`config.mk`:
```
export PLATFORM = sky130hd
export DESIGN_NAME = key_toggle_array
export DESIGN_NICKNAME = d
export VERILOG_FILES = /design/src/rtl/key_ctrl_pkg.sv /design/src/rtl/key_debounce.sv /design/src/rtl/key_toggle_array.sv
export SDC_FILE = /design/constraint.sdc
export NUM_CORES = 1
export LEC_CHECK = 0
export ABC_AREA = 1
export BUFFER_PORTS_ARGS = -buffer_cell sky130_fd_sc_hd__buf_2
export CORE_UTILIZATION = 49
export CTS_CLUSTER_SIZE = 25
export DETAILED_ROUTE_END_ITERATION = 16
export PLACE_DENSITY = 0.67
export SETUP_SLACK_MARGIN = 0.05
export SKIP_LAST_GASP = 1
export SLEW_MARGIN = 20
export SYNTH_ARGS = -nofsm -noshare
export SYNTH_HDL_FRONTEND = slang
export SYNTH_SLANG_ARGS = --single-unit
export TNS_END_PERCENT = 10
```
`constraint.sdc`:
```
create_clock -name clk_50m -period 3.2 [get_ports clk_50m]
set_clock_uncertainty 0.2 [all_clocks]
set_input_delay 0.64 -clock clk_50m [delete_from_list [all_inputs] [get_ports clk_50m]]
set_output_delay 0.64 -clock clk_50m [all_outputs]
set_load 0.01 [all_outputs]
```
`src/rtl/key_ctrl_pkg.sv`:
```
// Shared constants, channel mode type and counter sizing helper for the key controller.
package key_ctrl_pkg;

  localparam int unsigned DEBOUNCE_10MS_50M = 500_000;
  localparam int unsigned LONG_1S_50M       = 50_000_000;

  typedef enum logic {
    MODE_MOMENTARY = 1'b0,
    MODE_TOGGLE    = 1'b1
  } key_mode_e;

  // Bits needed to hold 0..max_count inclusive, never less than one.
  function automatic int unsigned cnt_width(input int unsigned max_count);
    return (max_count < 1) ? 1 : $clog2(max_count + 1);
  endfunction

endpackage

```
`src/rtl/key_debounce.sv`:
```
// One key channel: 2-flop synchronizer, debounce counter and registered press/release pulses.
module key_debounce
  import key_ctrl_pkg::*;
#(
  parameter int unsigned DEBOUNCE_CYCLES = DEBOUNCE_10MS_50M
) (
  input  logic clk_50m,
  input  logic rst,
  input  logic key_in,
  output logic key_level,
  output logic press_pulse,
  output logic release_pulse
);

  localparam int unsigned CW = cnt_width(DEBOUNCE_CYCLES);
  localparam logic [CW-1:0] LAST = CW'(DEBOUNCE_CYCLES - 1);

  logic          sync1;
  logic          sync2;
  logic          level_q;
  logic [CW-1:0] cnt;

  always_ff @(posedge clk_50m) begin
    if (rst) begin
      sync1         <= 1'b0;
      sync2         <= 1'b0;
      cnt           <= '0;
      key_level     <= 1'b0;
      level_q       <= 1'b0;
      press_pulse   <= 1'b0;
      release_pulse <= 1'b0;
    end else begin
      sync1 <= key_in;
      sync2 <= sync1;
      // Level is accepted on the DEBOUNCE_CYCLES-th consecutive differing sample.
      if (sync2 == key_level) begin
        cnt <= '0;
      end else if (cnt == LAST) begin
        cnt       <= '0;
        key_level <= sync2;
      end else begin
        cnt <= cnt + 1'b1;
      end
      level_q       <= key_level;
      press_pulse   <= key_level & ~level_q;
      release_pulse <= ~key_level & level_q;
    end
  end

endmodule

```
`src/rtl/key_toggle_array.sv`:
```
// Array of debounced keys driving per-channel toggle/momentary state bits.
// Optional long-press detection enabled by defining KEY_LONG_PRESS_EN.
module key_toggle_array
  import key_ctrl_pkg::*;
#(
  parameter int unsigned        N_KEYS          = 2,
  parameter int unsigned        DEBOUNCE_CYCLES = DEBOUNCE_10MS_50M,
  parameter logic [N_KEYS-1:0]  INIT_STATE      = 2'b10,
  parameter logic [N_KEYS-1:0]  TOGGLE_MASK     = '1,
  parameter int unsigned        LONG_CYCLES     = LONG_1S_50M
) (
  input  logic              clk_50m,
  input  logic              rst,
  input  logic [N_KEYS-1:0] key_in,
  input  logic [N_KEYS-1:0] state_wr,
  input  logic [N_KEYS-1:0] state_wdata,
  output logic [N_KEYS-1:0] key_level,
  output logic [N_KEYS-1:0] press_pulse,
  output logic [N_KEYS-1:0] release_pulse,
  output logic [N_KEYS-1:0] long_pulse,
  output logic [N_KEYS-1:0] state_out
);

  if (N_KEYS < 1 || N_KEYS > 32) begin : g_bad_keys
    $error("key_toggle_array: N_KEYS must be 1..32");
  end
  if (DEBOUNCE_CYCLES < 1 || LONG_CYCLES < 1) begin : g_bad_timing
    $error("key_toggle_array: DEBOUNCE_CYCLES and LONG_CYCLES must be >= 1");
  end

  for (genvar i = 0; i < N_KEYS; i++) begin : g_key
    localparam key_mode_e MODE = key_mode_e'(TOGGLE_MASK[i]);

    logic state_q;
    logic long_evt;

    key_debounce #(
      .DEBOUNCE_CYCLES(DEBOUNCE_CYCLES)
    ) u_debounce (
      .clk_50m      (clk_50m),
      .rst          (rst),
      .key_in       (key_in[i]),
      .key_level    (key_level[i]),
      .press_pulse  (press_pulse[i]),
      .release_pulse(release_pulse[i])
    );

`ifdef KEY_LONG_PRESS_EN
    localparam int unsigned LW = cnt_width(LONG_CYCLES);

    logic [LW-1:0] hold;
    logic          long_q;

    // Saturates at LONG_CYCLES so a held key fires only once per press.
    always_ff @(posedge clk_50m) begin
      if (rst || !key_level[i]) begin
        hold   <= '0;
        long_q <= 1'b0;
      end else begin
        long_q <= (hold == LW'(LONG_CYCLES - 1));
        if (hold != LW'(LONG_CYCLES)) begin
          hold <= hold + 1'b1;
        end
      end
    end

    assign long_evt      = long_q;
`else
    assign long_evt      = 1'b0;
`endif
    assign long_pulse[i] = long_evt;

    always_ff @(posedge clk_50m) begin
      if (rst) begin
        state_q <= INIT_STATE[i];
      end else if (state_wr[i]) begin
        state_q <= state_wdata[i];
      end else if (MODE == MODE_TOGGLE) begin
        if (long_evt) begin
          state_q <= INIT_STATE[i];
        end else if (press_pulse[i]) begin
          state_q <= ~state_q;
        end
      end else begin
        state_q <= INIT_STATE[i] ^ key_level[i];
      end
    end

    assign state_out[i] = state_q;
  end

endmodule

```
==> reports/metrics.yaml <==
outcome: "complete, no violations"
clock_path_buffers: 2
ys_seq_area_share_pct: 41.5
post_route_cells_drive_above_1_share_pct: 14.2
hp-start: "g_key[0].u_debounce.level_q"
dp_slack_ns: 1.36
routed_via_density: 4.75
num-fill-cells: 485
synth_area_sq_um: 2510
grt_max_degree: 20
fp.dieW_um: 73.6
holdBufCountCts: 0
final.period_utilization_pct: 55.8
ant_nets: 0
required_ns: 3.18
crit_start: "g_key[1].u_debounce.cnt[0]"
multi_input_area_sq_um: 1210
post_cts_buffers: 0
setup_viol: 0
core_sq_um: 4820
grt_pass1_wl_mm: 7.59
path_max_fanout: 19
die-area_sq_um: 5410
dp_hpwl_mm: 3.17
wl_per_cell_um: 10.2
netlist_instances: 342
synth.avg_cell_area_sq_um: 7.34
crit_buf_inv: 0
ff_latch_area_sq_um: 1040
ys_async_sr_fraction_pct: 0
synthFlopType: "dfxtp_1"
r2r_start: "g_key[1].u_debounce.cnt[0]"
die_y_um: 73.6
ios: 18
crit_path_start_kind: "flip-flop"
finalSetupTns_ns: 0
grt-ovfl-total: 0
stdcell_area_sq_um: 2670
grt_use_total_pct: 17.9
gp_congestion: 0.842
place_area_sq_um: 2550
start_util_pct: 52.1
synth_seq_cells: 52
cp_top_family: "simple AND/OR/NAND/NOR gates"
cp.arrival_ns: 1.77
cts_buffers: 5
cp-end-kind: "flip-flop"
rsz0062_at_grt: "false"
finalHoldViolCount: 0
cts_tree: "built"
firstDrtPassIters: 4
antenna_cells: 0
port_buffers: 15
antenna_found_initial: 0
wl_mm: 4.27
drt_iter0_markers: 65
vias: 1997
power_mw: 1.12
clk_pin_slew_ns: 0.09
critical-path-max-stage-delay_ns: 0.38
clockRootBuffer: "clkbuf_8"
p_per_area_nw_per_um2: 420
vdd_drop_max_mv: 0.252
crit_type: "reg -> reg"
grt_pass1_vias: 1796
min_path_type: "reg -> reg"
num_rows: 25
layout_common_cells: "nand2_1 (70), nor2_1 (65), dfxtp_1 (52)"
path_common_cell: "nand3_2"
area_delta_synth_final_pct: 6.23
slowest_stage: "dfxtp_1"
clk_latency_ns: 0.30
maxCapViolations: 0
h-tree-depth: 2
drc: 0
synth_cell_types: 27
setup_slack_ns: 1.41
fmax_ghz: 0.560
layout_commonest_cell: "nand2_1"
synth_edf_count: 0
fin_nets: 362
synth-warning-count: 0
slew_violations: 0
p_leak_nw: 0.865
cts_num_sinks: 52
fin_crit_ns: 1.79
path_cells: "ha_1, nand3_2, nor2_2, nand3_2, nand2_4, nor2_1"
cts_resized: 0
==> layer usage <==
layer	part of all wire (%)	vias to the layer above	global-route usage, %	routed length, um
met4	0.68	0	5.34	29
met2	45	31	28.3	1900
li1	-	1072	-	-
met1	51	892	24.2	2190
met3	3.6	2	4.12	154
met5	0	-	0	0
==> per-stage QoR <==
step | util (%) | cells | hold slack [ns]
after floorplan | - | 343 | 0.188
after global placement | 53.0 | 412 | 0.208
after detailed placement | 53.0 | 412 | 0.206
after CTS | 55.3 | 420 | 0.220
after global routing | 55.3 | 420 | 0.229
final | 55.3 | 420 | 0.224
==> path summary, 6_finish.rpt <==
check | endpoint | slack [ns] | cells past startpoint
max | g_key[1].u_debounce.cnt[11] | 1.41 | 6
min | g_key[0].u_debounce.press_pulse | 0.22 | 1
max reg2reg | g_key[1].u_debounce.cnt[11] | 1.41 | 6
min reg2reg | g_key[0].u_debounce.press_pulse | 0.22 | 1
==> state kept, by name (all words and copies together), names as in the netlist <==
signal,flops
g_key.u_debounce.sync1,2
g_key.u_debounce.cnt,38
g_key.u_debounce.release_pulse,2
g_key.u_debounce.key_level,2
g_key.u_debounce.press_pulse,2
g_key.u_debounce.sync2,2
g_key.u_debounce.level_q,2
g_key.state_q,2
==> synth_stat cells, drive strengths merged (2+ instances only) <==
| master | number | area share, % |
|---|---|---|
| a21oi | 16 | 3.5 |
| ha | 2 | 1.0 |
| dfxtp | 52 | 41 |
| nand4 | 9 | 2.2 |
| inv | 37 | 5.5 |
| o21ai | 4 | 0.80 |
| nor3 | 5 | 1.0 |
| nand2 | 72 | 11 |
| xnor2 | 9 | 3.1 |
| xor2 | 11 | 3.8 |
| nand3 | 25 | 6.0 |
| buf | 13 | 4.7 |
| or2 | 4 | 1.0 |
| nor2 | 79 | 13 |
==> power by group <==
group	switching, mW	total, mW	internal (mW)
logic	0.0153	0.0242	0.00894
registers	0.00324	0.655	0.651
clock network	0.209	0.440	0.231
total	0.228	1.12	0.892
==> kinds of logic (layout without fill, tap and decap cells) <==
kind of cell               after synthesis  in the layout  synth area share [%]
AOI/OAI and AO/OA                       22             22                  4.89
xor gates and xnor gates                20             20                  6.98
adders and majority gates                2              2                 0.997
buffers and inverters                   50             60                  10.2
DFF                                     52             52                  41.5
other                                    1              2                 0.149
and+or+nand+nor                        195            195                  35.3
==> final cells by class <==
type                            instances  share of cell area (%)
Multi-Input combinational cell        241                    45.6
Sequential cell                        52                    39.1
Inverter                               37                    5.21
Tap cell                               67                    3.15
Timing Repair Buffer                   15                    2.82
Clock buffer                            5                    2.58
Clock inverter                          3                    1.60
Note: power is estimated with default switching activity, not from simulation.
